==> src/rtl/jzjpcc_mmio_uart_tx.sv <==
// Memory-mapped 8N1 UART transmitter with a toggle-handshake command word, a small byte FIFO and a status word.
// Build option: define JZJPCC_UART_TX_PARITY_EN to insert an even-parity bit between the data bits and the stop bit.
module jzjpcc_mmio_uart_tx #(
  parameter int CLKS_PER_BIT = 434,
  parameter int FIFO_DEPTH   = 4
) (
  input  logic        clock,
  input  logic        reset,
  input  logic [31:0] txCommand,
  output logic [31:0] txStatus,
  output logic        uartTx
);

  localparam int PW = $clog2(FIFO_DEPTH);
  localparam int CW = PW + 1;
  localparam int BW = (CLKS_PER_BIT > 1) ? $clog2(CLKS_PER_BIT) : 1;

  typedef enum logic [2:0] {
    ST_IDLE,
    ST_START,
    ST_DATA,
    ST_PARITY,
    ST_STOP
  } state_t;

  state_t          state_reg, state_next;
  logic [BW-1:0]   baud_reg, baud_next;
  logic [2:0]      bit_idx_reg, bit_idx_next;
  logic [7:0]      shift_reg, shift_next;
  logic            tx_reg, tx_next;
  logic            busy_next;
  logic [31:0]     status_reg, status_next;

  logic [7:0]      fifo_mem [FIFO_DEPTH];
  logic [PW-1:0]   wr_ptr_reg, rd_ptr_reg;
  logic [CW-1:0]   count_reg, count_next;
  logic            ack_reg, ack_next;

  logic            full, empty, push, pop, baud_last;
  logic            full_next, empty_next;
  logic [3:0]      count_field;
  logic            unused_cmd;

  assign unused_cmd = ^txCommand[31:9];

  assign full      = (count_reg == CW'(FIFO_DEPTH));
  assign empty     = (count_reg == '0);
  assign baud_last = (baud_reg == BW'(CLKS_PER_BIT - 1));

  // A push uses the pre-edge count, so a pop on the same edge cannot open room for it.
  assign push = (txCommand[8] != ack_reg) && !full;
  assign pop  = !empty && ((state_reg == ST_IDLE) || ((state_reg == ST_STOP) && baud_last));

  assign ack_next = push ? txCommand[8] : ack_reg;

  always_comb begin
    count_next = count_reg;
    case ({push, pop})
      2'b10:   count_next = count_reg + CW'(1);
      2'b01:   count_next = count_reg - CW'(1);
      default: count_next = count_reg;
    endcase
  end

  always_ff @(posedge clock) begin
    if (push) begin
      fifo_mem[wr_ptr_reg] <= txCommand[7:0];
    end
  end

  always_ff @(posedge clock or negedge reset) begin
    if (!reset) begin
      wr_ptr_reg <= '0;
      rd_ptr_reg <= '0;
      count_reg  <= '0;
      ack_reg    <= 1'b0;
    end else begin
      if (push) wr_ptr_reg <= wr_ptr_reg + PW'(1);
      if (pop)  rd_ptr_reg <= rd_ptr_reg + PW'(1);
      count_reg <= count_next;
      ack_reg   <= ack_next;
    end
  end

  // State register
  always_ff @(posedge clock or negedge reset) begin
    if (!reset) begin
      state_reg   <= ST_IDLE;
      baud_reg    <= '0;
      bit_idx_reg <= '0;
      shift_reg   <= '0;
      tx_reg      <= 1'b1;
      status_reg  <= 32'h0000_0400;
    end else begin
      state_reg   <= state_next;
      baud_reg    <= baud_next;
      bit_idx_reg <= bit_idx_next;
      shift_reg   <= shift_next;
      tx_reg      <= tx_next;
      status_reg  <= status_next;
    end
  end

  // Next-state logic
  always_comb begin
    state_next   = state_reg;
    baud_next    = baud_reg + BW'(1);
    bit_idx_next = bit_idx_reg;
    shift_next   = shift_reg;
    case (state_reg)
      ST_IDLE: begin
        baud_next = '0;
        if (pop) begin
          shift_next = fifo_mem[rd_ptr_reg];
          state_next = ST_START;
        end
      end
      ST_START: begin
        if (baud_last) begin
          state_next   = ST_DATA;
          baud_next    = '0;
          bit_idx_next = '0;
        end
      end
      ST_DATA: begin
        if (baud_last) begin
          baud_next = '0;
          if (bit_idx_reg == 3'd7) begin
`ifdef JZJPCC_UART_TX_PARITY_EN
            state_next = ST_PARITY;
`else
            state_next = ST_STOP;
`endif
          end else begin
            bit_idx_next = bit_idx_reg + 3'd1;
          end
        end
      end
      ST_PARITY: begin
        if (baud_last) begin
          state_next = ST_STOP;
          baud_next  = '0;
        end
      end
      ST_STOP: begin
        if (baud_last) begin
          baud_next = '0;
          if (pop) begin
            shift_next = fifo_mem[rd_ptr_reg];
            state_next = ST_START;
          end else begin
            state_next = ST_IDLE;
          end
        end
      end
      default: begin
        state_next = ST_IDLE;
        baud_next  = '0;
      end
    endcase
  end

  // Output logic, looked ahead one edge so the serial line and status are registered
  always_comb begin
    tx_next   = 1'b1;
    busy_next = (state_next != ST_IDLE);
    case (state_next)
      ST_START:  tx_next = 1'b0;
      ST_DATA:   tx_next = shift_next[bit_idx_next];
      ST_PARITY: tx_next = ^shift_next;
      default:   tx_next = 1'b1;
    endcase
  end

  assign full_next   = (count_next == CW'(FIFO_DEPTH));
  assign empty_next  = (count_next == '0);
  assign count_field = 4'(count_next);

  always_comb begin
    status_next        = '0;
    status_next[8]     = ack_next;
    status_next[9]     = full_next;
    status_next[10]    = empty_next;
    status_next[11]    = busy_next;
    status_next[15:12] = count_field;
  end

  assign txStatus = status_reg;
  assign uartTx   = tx_reg;

endmodule

==> config.mk <==
export PLATFORM = sky130hd
export DESIGN_NAME = jzjpcc_mmio_uart_tx
export DESIGN_NICKNAME = d
export VERILOG_FILES = /design/src/rtl/jzjpcc_mmio_uart_tx.sv
export SDC_FILE = /design/constraint.sdc
export NUM_CORES = 1
export LEC_CHECK = 0
export BUFFER_PORTS_ARGS = -buffer_cell sky130_fd_sc_hd__buf_2
export CAP_MARGIN = 20
export CORE_AREA = 3 3 110 70
export DETAILED_ROUTE_END_ITERATION = 8
export DIE_AREA = 0 0 113 73
export PLACE_DENSITY_LB_ADDON = 0.12
export RECOVER_POWER = 50
export SLEW_MARGIN = 20
export SYNTH_ARGS = -nofsm -noshare
export SYNTH_HDL_FRONTEND = slang
export SYNTH_SLANG_ARGS = --single-unit
export TNS_END_PERCENT = 100
==> constraint.sdc <==
create_clock -name clock -period 6.7 [get_ports clock]
set_input_delay 1.675 -clock clock [delete_from_list [all_inputs] [get_ports clock]]
set_output_delay 1.675 -clock clock [all_outputs]
set_load 0.05 [all_outputs]
# == Yosys cells after proc, flatten, opt, wreduce, memory -nomap -nowiden ==
# Memories as Yosys holds them, arrays and structs flattened.
# Cells that the tools add are included.
# op_classes
add_sub_neg,6
n_lt_le_gt_ge,1
n_eq_ne,14
n_mux,24
reduce_logical,12
# ops
cell,n
$mux 3,9
$mux 9,2
$mux 8,2
$pmux 8 s2,1
$pmux 3 s5,1
$eq 3x2->1 const B,4
$eq 3x3->1 const B,4
$pmux 3 s2,2
$add 9x1->9 const B,1
$eq 9x9->1 const B,1
$logic_not 3->1,3
$reduce_xor 8->1,1
$add 3x1->3 const B,2
$eq 3x1->1 const B,2
$mux 1,5
$add 2x1->2 const B,2
$lt 3x4->1 const B,1
$reduce_or 4->1,1
$bmux 1 s3,1
$logic_and 1x1->1,3
$pmux 1 s3,1
$reduce_bool 3->1,1
$sub 3x1->3 const B,1
$eq 2x1->1 const B,1
4 further kinds,5
# word_totals
register_bits,39
ramBits,32
n_memories,1
# mem_list
name,depth,word_bits,read_ports,rd_clocked_by_memory_dff,wr,line_no,source
fifo_mem,4,8,1,0,1,34,logic [7:0] fifo_mem [FIFO_DEPTH];

# == Logic depth before layout (Yosys ltp) ==
# Gate-level depths: netlist of the first run.
# depth
ltp_word,10
mapped_depth,15

# == Worst setup path before layout of the first run ==
# Ideal clock, no wire load.
# synth_path
path_kind,input to register
start,input txCommand[8]
end,register status_reg[9] (netlist: txStatus[9])
setup_time_ns,0.118
arrival_time_ns,3.197
t_required_ns,6.582
setup_slack_ns,3.385
path_stages,9
path_buffers,0
cell_sequence,xnor2_1 a21oi_1 inv_1 ha_1 inv_1 fa_1 o21ai_0 or2_2 nor2b_1
# synth_between
elab_chain_cells,5
# synth_lines
element,line_no,source
"start, declared",9,"input logic [31:0] txCommand,"
$ne 1x1->1 *,51,assign push = (txCommand[8] != ack_reg) && !full;
$logic_and 1x1->1 *,51,
$eq 2x1->1 or $eq 2x2->1 (tied branches),58,"case ({push, pop})"
$pmux 3 s2 *,58,
named net count_next[1],36,"logic [CW-1:0] count_reg, count_next;"
$eq 3x3->1 *,175,assign full_next = (count_next == CW'(FIFO_DEPTH));
named net full_next,40,"logic full_next, empty_next;"
"end signal, assigned",100,status_reg <= status_next;
"end, declared",32,"logic [31:0] status_reg, status_next;"
# Mark *: on every way through the listed nets, which the timed path passes. The rest lies on a longest branch.
# A chain may end at the register's enable or synchronous reset.

# == Worst setup path after layout of the first run ==
# layout_path
start,register baud_reg[1]
end,register status_reg[9] (netlist: txStatus[9])
# layout_between
elab_chain_cells,7
# layout_lines
element,line_no,source
"start, declared",27,"logic [BW-1:0] baud_reg, baud_next;"
"start signal, assigned",96,baud_reg <= baud_next;
$eq 9x9->1 *,48,assign baud_last = (baud_reg == BW'(CLKS_PER_BIT - 1));
$logic_and 1x1->1 *,52,assign pop = !empty && ((state_reg == ST_IDLE) || ((state_reg == ST_STOP) && baud_last));
$logic_or 1x1->1 *,52,
$logic_and 1x1->1 *,52,
$eq 2x1->1 or $eq 2x2->1 (tied branches),58,
$pmux 3 s2 *,58,
named net count_next[2],36,
$eq 3x3->1 *,175,
named net full_next,40,
# Marked as above.

==> implementation parameters, run 1 <==
Parameter                              Value

Status
  Outcome    finished with violations
  Failing checks    max-capacitance violations, max-slew violations

Global route
  Wire length of the first global-routing pass    9760 um
  Global routing met3 resource utilization    5.97%
  Most crowded layer after global routing    met1
  Overall global routing resource usage    15.9%
  Maximum number of pins on one net before global-route repair    36
  Number of global-route vias before repair    1,909
  Initial antenna violation count    0
  Met2 demand-to-capacity share in global routing    20.0%
  Met1 demand-to-capacity share in global routing    24.1%
  Congestion Overflow GR    0

Power
  Leakage Power    1.50 nW
  Power dissipated by switching net loads    593 uW
  Total power per unit cell area    480 nW/um^2
  Sequential cell fraction of total power    37.1%
  Switching part of the total power    33.4%
  Internal power summed over all cells    1.18 mW
  Final Power    1.77 mW
  Peak supply drop    292 uV
  Clock share of power    29.5%
  Part of the power in combinational logic    33.4%

Die
  Site row count    23
  Starting Density    49.9%
  Die extent in x    113 um
  Height of the die    73 um
  Die outline area    8250 sq um
  Core Box Area    6680 sq um
  Number of top-level pins    67

Clock network
  Inserted Clock Buffers    9
  Root Buffer    sky130_fd_sc_hd__clkbuf_16
  Deepest clock path buffer count    2
  H-tree levels    3
  CTS sink count    67
  Clock slew at reported path FFs    0.05 ns
  Count of hold-fix buffers inserted at cts    0
  Clk Latency, worst-skew pair    0.33 ns
  # resized after CTS    0
  Post-CTS Repair Setup Buffers    0
  CTS tree    built

Finish
  Finished Cell Area    3700 sq um
  Ant diodes    0
  Most common cell after layout, fill and taps aside    sky130_fd_sc_hd__dfrtp_1
  Flip-flop count of the largest register after layout    32
  Commonest cells after routing, fill and taps aside    33 x sky130_fd_sc_hd__dfrtp_1, 32 x sky130_fd_sc_hd__edfxtp_1, 25 x sky130_fd_sc_hd__conb_1
  Number of nets in the layout    324
  Share of post-route cells with drive strength above 1    16.4%
  Layout overhead on the synthesized area    11.0%

Synthesis
  Main flop type after synthesis    sky130_fd_sc_hd__dfrtp_1
  Combined area of all synthesized cells    3330 sq um
  Fraction of synthesis flops using an asynchronous set or reset pin    52.2%
  Sequential-to-total area share from yosys stat    55.2%
  EDFF count, synth    32
  Synth Instances    261
  Syn avg cell area    12.8 sq um
  Number of synthesized register bits    67
  Post-synthesis cell type count    48
  Number of synthesis warnings    0

Placed design
  Area after detailed placement    3390 sq um
  Half-perimeter wire length of the detailed placement result    4170 um
  GPL Wtd Cong    0.747
  Port bufs    18

STA
  Final hold vios    0
  Max Clock Skew    0.00620 ns
  Worst slack on hold paths    0.514 ns
  Setup TNS    0 ns
  Max-slew violation total from the final report    36
  Highest clock frequency the design can meet    290 MHz
  Pin slew with the least headroom to its limit    1.87 ns
  Total of endpoints with negative setup slack in the final report    0
  Part of the cycle the worst path needs    51.4%
  RSZ-0062 raised after global routing    false
  Relative slew slack    -24.9%
  Minimum clock period    3.44 ns

Worst hold path
  Type of the most critical hold path    register to register

Worst setup path
  Largest driver fanout on the critical path    13
  Category of the critical setup timing path    register to register
  Critical path arrival    3.70 ns
  Startpoint class of the critical path    register
  Element type at the critical path end    register
  Crit path required time    6.96 ns

Route
  Remaining DRCs    0
  Via density per instance    5.01
  Routed wirelength normalized by instance count    15.5 um
  Via count    1,869
  Number of nets still failing antenna checks after routing    0
  Post-detailed-routing wire length    5790 um
  First-pass iteration count of the detailed router    4
  Drt initial violations    63

Run
  Max-cap violation count    1
per-stage QoR:
stage	setup slack, ns	utilization, %	instances
after global routing	2.91	55.4	373
after global placement	3.07	50.7	357
after detailed placement	3.03	50.7	357
final	3.26	55.4	373
after floorplan	3.39	-	285
after CTS	3.36	55.8	373
critical path, cell delays in order, from the launching register on:
cell and delay (ns):
sky130_fd_sc_hd__dfrtp_1 0.40, sky130_fd_sc_hd__inv_1 0.06, sky130_fd_sc_hd__ha_1 0.13, sky130_fd_sc_hd__and4b_1 0.35, sky130_fd_sc_hd__nand2_1 0.32, sky130_fd_sc_hd__a21o_1 0.35, sky130_fd_sc_hd__inv_1 0.41, sky130_fd_sc_hd__ha_1 0.28
sky130_fd_sc_hd__inv_1 0.06, sky130_fd_sc_hd__fa_1 0.37, sky130_fd_sc_hd__xor2_1 0.15, sky130_fd_sc_hd__nor2_1 0.11, sky130_fd_sc_hd__xor2_1 0.22, sky130_fd_sc_hd__nor2b_1 0.16
synthesized netlist by cell type, types with 3 or more instances:
| cell type | count | share of area (%) |
|---|---|---|
| sky130_fd_sc_hd__a21oi_1 | 7 | 1.1 |
| sky130_fd_sc_hd__buf_2 | 3 | 0.45 |
| sky130_fd_sc_hd__xor2_1 | 4 | 1.1 |
| sky130_fd_sc_hd__ha_1 | 8 | 3.0 |
| sky130_fd_sc_hd__dfrtp_1 | 33 | 25 |
| sky130_fd_sc_hd__mux2_2 | 9 | 3.0 |
| sky130_fd_sc_hd__nand3_1 | 4 | 0.60 |
| sky130_fd_sc_hd__nor2_1 | 17 | 1.9 |
| sky130_fd_sc_hd__clkbuf_1 | 3 | 0.34 |
| sky130_fd_sc_hd__inv_1 | 12 | 1.4 |
| sky130_fd_sc_hd__nand2_1 | 16 | 1.8 |
| sky130_fd_sc_hd__buf_4 | 26 | 5.9 |
| sky130_fd_sc_hd__edfxtp_1 | 32 | 29 |
| sky130_fd_sc_hd__nand2b_1 | 4 | 0.75 |
| sky130_fd_sc_hd__xnor2_1 | 24 | 6.3 |
| sky130_fd_sc_hd__mux2i_1 | 6 | 1.8 |
| sky130_fd_sc_hd__o21ai_0 | 4 | 0.60 |
| sky130_fd_sc_hd__and2_1 | 4 | 0.75 |
| sky130_fd_sc_hd__mux4_2 | 8 | 5.4 |
power by group through the flow:
stage	Clock, mW	Combinational, mW	Sequential [mW]
2_1_floorplan	0	0.489	0.667
3_3_place_gp	0	0.598	0.665
3_5_place_dp	0	0.602	0.668
4_1_cts	0.534	0.605	0.661
5_1_grt	0.556	0.656	0.677
6_report	0.524	0.593	0.658
layout make-up:
| cell class | instances | area (sq um) |
|---|---|---|
| well taps | 87 | 109 |
| multi-input cells | 172 | 1290 |
| flip-flops and latches | 67 | 1840 |
| fillers | 573 | 2980 |
| inverters | 13 | 48.8 |
| clock buffers | 13 | 270 |
| repair buffers | 18 | 77.6 |
| clock inverters | 3 | 68.8 |
worst paths after layout:
kind,start,end,slack [ns],depth (start not counted)
setup / recovery,baud_reg[1],txStatus[9],3.26,13
hold / removal,baud_reg[0],baud_reg[0],0.51,1
setup reg to reg,baud_reg[1],txStatus[9],3.26,13
hold reg to reg,baud_reg[0],baud_reg[0],0.51,1
max in group asynchronous,reset,baud_reg[3],3.76,1
min in group asynchronous,reset,baud_reg[7],1.86,1
per-layer routing:
metal | up-vias | wire (um)
met1 | 908 | 3210
met3 | 8 | 315
li1 | 901 | -
met4 | 0 | 99
met5 | - | 0
met2 | 52 | 2160
logic make-up after synthesis:
family | Yosys count | share of synthesized area [%]
xor+xnor | 28 | 7.36
fa+ha+maj | 9 | 3.61
buf+inv | 46 | 8.45
other cells | 1 | 0.113
flops | 67 | 55.2
simple gates | 60 | 9.24
mux | 23 | 10.3
compound gates | 27 | 5.78
Power figures use the tool's default switching activity.
==> run 2, diff against run 1 <==
--- a/config.mk
+++ b/config.mk
@@ -7,9 +7,9 @@
 export LEC_CHECK = 0
 export BUFFER_PORTS_ARGS = -buffer_cell sky130_fd_sc_hd__buf_2
 export CAP_MARGIN = 20
-export CORE_AREA = 3 3 110 70
+export CORE_AREA = 3 3 111 70
 export DETAILED_ROUTE_END_ITERATION = 8
-export DIE_AREA = 0 0 113 73
+export DIE_AREA = 0 0 114 73
 export PLACE_DENSITY_LB_ADDON = 0.12
 export RECOVER_POWER = 50
 export SLEW_MARGIN = 20
==> constraint.sdc (replaced) <==
create_clock -name clock -period 3.16 [get_ports clock]
set_input_delay 0.79 -clock clock [delete_from_list [all_inputs] [get_ports clock]]
set_output_delay 0.79 -clock clock [all_outputs]
set_load 0.05 [all_outputs]
==> run 2 against run 1 <==
Compared with the run above: the flow still finishes with violations (max-capacitance violations, max-slew violations); setup slack lost 2.8 ns; highest routed layer unchanged; critical endpoint unchanged; final cell count grew 1.9%; via count is 0.75% higher; wire length fell by 3.5%; maximum frequency increased by 26%; total power up 110%; sequential power grew 110%.
==> implementation parameters, run 2 (synthesized netlist as in run 1, its figures left out) <==
Parameter                              Value

Status
  Outcome    finished with violations (unchanged)
  Failing checks    max-capacitance violations, max-slew violations (unchanged)

Worst setup path
  Slowest cell delay on critical path    0.40 ns (was 0.41 ns)
  Crit path required time    3.41 ns (was 6.96 ns)
  Largest driver fanout on the critical path    7 (was 13)
  Timing startpoint of the critical path    baud_reg[1] (unchanged)
  Origin of the critical flop-to-flop path    baud_reg[1] (unchanged)
  Slowest cell on the critical path    sky130_fd_sc_hd__dfrtp_1 (was sky130_fd_sc_hd__inv_1)
  Critical path arrival    2.98 ns (was 3.70 ns)
  Element type at the critical path end    register (unchanged)
  Ordered cell list for the critical path    inv_1, ha_1, and4b_1, nand2_4, a21o_1, inv_2, ha_1, inv_1, fa_1, xor2_1, nor2_1, xor2_1, nor2b_1 (was inv_1, ha_1, and4b_1, nand2_1, a21o_1, inv_1, ha_1, inv_1, fa_1, xor2_1, nor2_1, xor2_1, nor2b_1)
  Category of the critical setup timing path    register to register (unchanged)
  Startpoint class of the critical path    register (unchanged)

Global route
  Number of global-route vias before repair    1,848 (was 1,909)
  Maximum number of pins on one net before global-route repair    36 (unchanged)
  Congestion Overflow GR    0 (unchanged)
  Overall global routing resource usage    15.3% (was 15.9%)
  Met1 demand-to-capacity share in global routing    23.0% (was 24.1%)
  Most crowded layer after global routing    met1 (unchanged)
  Initial antenna violation count    0 (unchanged)
  Met2 demand-to-capacity share in global routing    20.2% (was 20.0%)
  Global routing met3 resource utilization    4.89% (was 5.97%)
  Wire length of the first global-routing pass    9450 um (was 9760 um)

Route
  Post-detailed-routing wire length    5580 um (was 5790 um)
  Drt initial violations    109 (was 63)
  Number of nets still failing antenna checks after routing    0 (unchanged)
  Via density per instance    4.96 (was 5.01)
  Routed wirelength normalized by instance count    14.7 um (was 15.5 um)
  Remaining DRCs    0 (unchanged)
  Via count    1,883 (was 1,869)
  First-pass iteration count of the detailed router    4 (unchanged)

Worst hold path
  Worst Hold Launch    baud_reg[0] (unchanged)
  Type of the most critical hold path    register to register (unchanged)

STA
  Setup TNS    0 ns (unchanged)
  Total of endpoints with negative setup slack in the final report    0 (unchanged)
  Highest clock frequency the design can meet    366 MHz (was 290 MHz)
  Pin slew with the least headroom to its limit    1.89 ns (was 1.87 ns)
  Fin worst setup slack    0.428 ns (was 3.26 ns)
  Relative slew slack    -26.1% (was -24.9%)
  Max-slew violation total from the final report    36 (unchanged)
  Minimum clock period    2.73 ns (was 3.44 ns)
  Max Clock Skew    0.00543 ns (was 0.00620 ns)
  RSZ-0062 raised after global routing    false (unchanged)
  Part of the cycle the worst path needs    86.4% (was 51.4%)
  Final hold vios    0 (unchanged)

Finish
  Ant diodes    0 (unchanged)
  Share of post-route cells with drive strength above 1    18.8% (was 16.4%)
  Most common cell after layout, fill and taps aside    sky130_fd_sc_hd__dfrtp_1 (unchanged)
  Layout overhead on the synthesized area    11.6% (was 11.0%)
  Flip-flop count of the largest register after layout    32 (unchanged)
  Number of nets in the layout    331 (was 324)
  Commonest cells after routing, fill and taps aside    33 x sky130_fd_sc_hd__dfrtp_1, 32 x sky130_fd_sc_hd__edfxtp_1, 25 x sky130_fd_sc_hd__conb_1 (unchanged)

Clock network
  Clock slew at reported path FFs    0.05 ns (about the same)
  H-tree levels    3 (unchanged)
  Post-CTS Repair Setup Buffers    0 (unchanged)
  Count of hold-fix buffers inserted at cts    0 (unchanged)
  Deepest clock path buffer count    2 (unchanged)
  CTS tree    built (unchanged)
  Inserted Clock Buffers    9 (unchanged)
  # resized after CTS    0 (unchanged)
  Clk Latency, worst-skew pair    0.33 ns (about the same)
  CTS sink count    67 (unchanged)
  Root Buffer    sky130_fd_sc_hd__clkbuf_16 (unchanged)

Power
  Sequential cell fraction of total power    37.9% (was 37.1%)
  Switching part of the total power    34.6% (was 33.4%)
  Total power per unit cell area    982 nW/um^2 (was 480 nW/um^2)
  Power dissipated by switching net loads    1.26 mW (was 593 uW)
  Leakage Power    1.53 nW (was 1.50 nW)
  Peak supply drop    584 uV (was 292 uV)
  Clock share of power    26.5% (was 29.5%)
  Internal power summed over all cells    2.39 mW (was 1.18 mW)
  Part of the power in combinational logic    35.6% (was 33.4%)

Die
  Site row count    23 (unchanged)
  Core Box Area    6730 sq um (was 6680 sq um)
  Number of top-level pins    67 (unchanged)
  Starting Density    49.5% (was 49.9%)
  Die outline area    8320 sq um (was 8250 sq um)
  Height of the die    73 um (unchanged)
  Die extent in x    114 um (was 113 um)

Run
  Max-cap violation count    1 (unchanged)

Placed design
  Dpl ws    0.449 ns (was 3.03 ns)
  Half-perimeter wire length of the detailed placement result    4050 um (was 4170 um)
  Port bufs    18 (unchanged)
  GPL Wtd Cong    0.741 (was 0.747)
## run 2: worst paths after layout
| check | to | slack (ns) | cells past startpoint |
|---|---|---|---|
| worst max-delay path | txStatus[9] | 0.43 | 13 |
| worst min-delay path | baud_reg[0] | 0.51 | 1 |
| worst max register to register | txStatus[9] | 0.43 | 13 |
| worst min register to register | baud_reg[0] | 0.51 | 1 |
| max in group asynchronous | txStatus[14] | 1.08 | 1 |
| min in group asynchronous | bit_idx_reg[1] | 0.98 | 1 |
## run 2: layout make-up
type,count,area (sq um)
Fill cell,587,3020
Sequential cell,67,1840
Multi-Input combinational cell,172,1290
Clock buffer,13,283
Timing Repair Buffer,25,128
Tap cell,87,109
Inverter,13,48.8
Clock inverter,3,17.5
## run 2: critical path, delay by kind of cell (launching register included)
kind | cells | cell delay, ns
flip-flops | 1 | 0.40
adder cells (fa/ha/maj) | 3 | 0.70
XOR/XNOR | 2 | 0.37
AO/OA/AOI/OAI | 1 | 0.27
buffers and inverters | 3 | 0.29
AND/OR/NAND/NOR | 4 | 0.62
## run 2: per-stage QoR
step / cells / total power [mW] / area, sq um / hold WS, ns / utilization, %
2_1_floorplan: 285 / 2.45 / 3420 / 0.480 / -
3_3_place_gp: 364 / 2.71 / 3440 / 0.505 / 51.1
3_5_place_dp: 364 / 2.72 / 3440 / 0.506 / 51.1
4_1_cts: 380 / 3.71 / 3740 / 0.513 / 55.6
5_1_grt: 380 / 3.89 / 3720 / 0.541 / 55.2
6_report: 380 / 3.65 / 3720 / 0.509 / 55.2
## run 2: layer usage
metal | routed length, um | vias to the layer above
li1 | - | 922
met4 | 82 | 0
met1 | 3100 | 897
met3 | 294 | 8
met5 | 0 | -
met2 | 2110 | 56
## run 2: power groups by stage
| stage | Clock, mW | Combinational (mW) | Sequential, mW |
|---|---|---|---|
| finish | 0.968 | 1.30 | 1.38 |
| global route | 1.03 | 1.44 | 1.42 |
| CTS | 0.988 | 1.33 | 1.39 |
| detailed placement | 0 | 1.32 | 1.40 |
| global placement | 0 | 1.31 | 1.40 |
| floorplan | 0 | 1.04 | 1.41 |
==> run 3, diff against run 2 <==
--- a/config.mk
+++ b/config.mk
@@ -7,9 +7,9 @@
 export LEC_CHECK = 0
 export BUFFER_PORTS_ARGS = -buffer_cell sky130_fd_sc_hd__buf_2
 export CAP_MARGIN = 20
-export CORE_AREA = 3 3 111 70
+export CORE_AREA = 3 3 116 73
 export DETAILED_ROUTE_END_ITERATION = 8
-export DIE_AREA = 0 0 114 73
+export DIE_AREA = 0 0 119 76
 export PLACE_DENSITY_LB_ADDON = 0.12
 export RECOVER_POWER = 50
 export SLEW_MARGIN = 20
==> run 3 against run 2 <==
Compared with the run above: wire length up 3.6%; non-clock buffer count unchanged; maximum frequency shrank 1.2%; the flow still finishes with violations (max-capacitance violations, max-slew violations); count of clock-buffer cells in the layout shrank 3; via count about the same; flip-flop and latch count unchanged; core utilization down 4.3 points; final cell count grew 4.5%; setup slack lost 0.033 ns; global-route usage down 1.4 points.
==> implementation parameters, run 3 (synthesized netlist as in run 1, its figures left out) <==
Parameter                              Value

Die
  Die extent in x    119 um (was 114 um)
  Die outline area    9040 sq um (was 8320 sq um)
  Site row count    24 (was 23)
  Height of the die    76 um (was 73 um)
  Core Box Area    7360 sq um (was 6730 sq um)
  Starting Density    45.3% (was 49.5%)
  Number of top-level pins    67 (unchanged)

STA
  Total of endpoints with negative setup slack in the final report    0 (unchanged)
  Setup TNS    0 ns (unchanged)
  Part of the cycle the worst path needs    87.5% (was 86.4%)
  Minimum clock period    2.76 ns (was 2.73 ns)
  Max Clock Skew    0.00483 ns (was 0.00543 ns)
  Worst slack on hold paths    0.530 ns (was 0.509 ns)
  RSZ-0062 raised after global routing    false (unchanged)
  Relative slew slack    -28.3% (was -26.1%)
  Final hold vios    0 (unchanged)
  Highest clock frequency the design can meet    362 MHz (was 366 MHz)
  Max-slew violation total from the final report    36 (unchanged)
  Pin slew with the least headroom to its limit    1.92 ns (was 1.89 ns)

Worst setup path
  CP top delay family    adder cells (unchanged)
  Origin of the critical flop-to-flop path    baud_reg[1] (unchanged)
  Slowest cell on the critical path    sky130_fd_sc_hd__dfrtp_1 (unchanged)
  Largest driver fanout on the critical path    7 (unchanged)
  Startpoint class of the critical path    register (unchanged)
  Category of the critical setup timing path    register to register (unchanged)
  Element type at the critical path end    register (unchanged)
  Crit path required time    3.41 ns (about the same)
  Ordered cell list for the critical path    inv_1, ha_1, and4b_1, nand2_4, a21o_1, inv_2, ha_1, inv_1, fa_1, xor2_1, nor2_1, xor2_1, nor2b_1 (unchanged)
  Critical path arrival    3.01 ns (was 2.98 ns)
  Slowest cell delay on critical path    0.40 ns (about the same)
  Combined buffer and inverter count along the critical path    3 (unchanged)
  Timing startpoint of the critical path    baud_reg[1] (unchanged)
  R2R Setup Slk    0.40 ns (was 0.43 ns)

Finish
  Share of post-route cells with drive strength above 1    18.1% (was 18.8%)
  Most common cell after layout, fill and taps aside    sky130_fd_sc_hd__dfrtp_1 (unchanged)
  Fill cells    658 (was 587)
  Final Util    50.9% (was 55.2%)
  Ant diodes    0 (unchanged)
  Layout overhead on the synthesized area    12.5% (was 11.6%)
  Number of nets in the layout    331 (unchanged)
  Commonest cells after routing, fill and taps aside    33 x sky130_fd_sc_hd__dfrtp_1, 32 x sky130_fd_sc_hd__edfxtp_1, 25 x sky130_fd_sc_hd__conb_1 (unchanged)
  Flip-flop count of the largest register after layout    32 (unchanged)

Route
  Remaining DRCs    0 (unchanged)
  Drt initial violations    95 (was 109)
  Via count    1,884 (was 1,883)
  Routed wirelength normalized by instance count    14.6 um (was 14.7 um)
  Via density per instance    4.75 (was 4.96)
  First-pass iteration count of the detailed router    4 (unchanged)
  Number of nets still failing antenna checks after routing    0 (unchanged)
  Post-detailed-routing wire length    5780 um (was 5580 um)

Global route
  Wire length of the first global-routing pass    9760 um (was 9450 um)
  Maximum number of pins on one net before global-route repair    36 (unchanged)
  Initial antenna violation count    0 (unchanged)
  Congestion Overflow GR    0 (unchanged)
  Overall global routing resource usage    14.0% (was 15.3%)
  Number of global-route vias before repair    1,857 (was 1,848)

Power
  Total power per unit cell area    991 nW/um^2 (was 982 nW/um^2)
  Peak supply drop    629 uV (was 584 uV)
  Leakage Power    1.52 nW (was 1.53 nW)

Placed design
  Half-perimeter wire length of the detailed placement result    4170 um (was 4050 um)
  Port bufs    18 (unchanged)
  GPL Wtd Cong    0.787 (was 0.741)

Clock network
  H-tree levels    3 (unchanged)
  # resized after CTS    0 (unchanged)
  Root Buffer    sky130_fd_sc_hd__clkbuf_16 (unchanged)
  Clk Latency, worst-skew pair    0.32 ns (was 0.33 ns)
  Post-CTS Repair Setup Buffers    0 (unchanged)
  Deepest clock path buffer count    2 (unchanged)
  Clock slew at reported path FFs    0.05 ns (about the same)
  CTS sink count    67 (unchanged)
  Inserted Clock Buffers    9 (unchanged)
  Count of hold-fix buffers inserted at cts    0 (unchanged)
  CTS tree    built (unchanged)

Status
  Failing checks    max-capacitance violations, max-slew violations (unchanged)
  Outcome    finished with violations (unchanged)

Worst hold path
  Type of the most critical hold path    register to register (unchanged)
  Worst Hold Launch    shift_reg[4] (was baud_reg[0])

Run
  Max-cap violation count    1 (unchanged)
[run 3: changes by cell type in the layout (fill, tap and decap cells not counted), sizes merged]
cell / delta
bufinv: +2
clkbuf: -2
buf: -1
clkinv: +1
[run 3: layout make-up]
class / instances / area [sq um] / area share [%]
flip-flops and latches: 67 / 1840 / 49.1
multi-input cells: 172 / 1290 / 34.5
clock buffers: 10 / 229 / 6.11
well taps: 104 / 130 / 3.47
repair buffers: 25 / 126 / 3.37
clock inverters: 6 / 80.1 / 2.14
inverters: 13 / 48.8 / 1.30
[run 3: metrics by stage]
stage / area (sq um) / setup WS, ns / power [mW] / cells
6_report: 3750 / 0.396 / 3.71 / 397
5_1_grt: 3750 / 0.141 / 3.95 / 397
4_1_cts: 3770 / 0.448 / 3.77 / 397
3_5_place_dp: 3460 / 0.463 / 2.74 / 381
3_3_place_gp: 3460 / 0.458 / 2.72 / 381
2_1_floorplan: 3420 / 0.472 / 2.45 / 285
[run 3: power by group]
part,total (mW),leakage [nW],switching [mW],internal [mW]
clock network,1.02,0.148,0.340,0.683
registers,1.39,0.723,0.203,1.18
logic,1.30,0.654,0.720,0.582
[run 3: metal layers]
layer  up-vias  track usage [%]  wire [um]
met5         -                0          0
met3         4             4.75        259
met4         0             4.16         48
met1       914             22.5       3330
met2        49             17.1       2140
li1        917                -          -
[run 3: path summary, 6_finish.rpt]
check,endpoint,depth (start not counted)
worst max register to register,txStatus[9],13
min in group asynchronous,bit_idx_reg[1],1
worst min register to register,shift_reg[4],2
max in group asynchronous,wr_ptr_reg[0],1
worst min-delay path,shift_reg[4],2
worst max-delay path,txStatus[9],13
[run 3: tightest hold or removal path: stages (launching register included)]
cell and delay [ns]:
sky130_fd_sc_hd__dfrtp_1 0.38, sky130_fd_sc_hd__nand2_1 0.06, sky130_fd_sc_hd__nand2_1 0.06
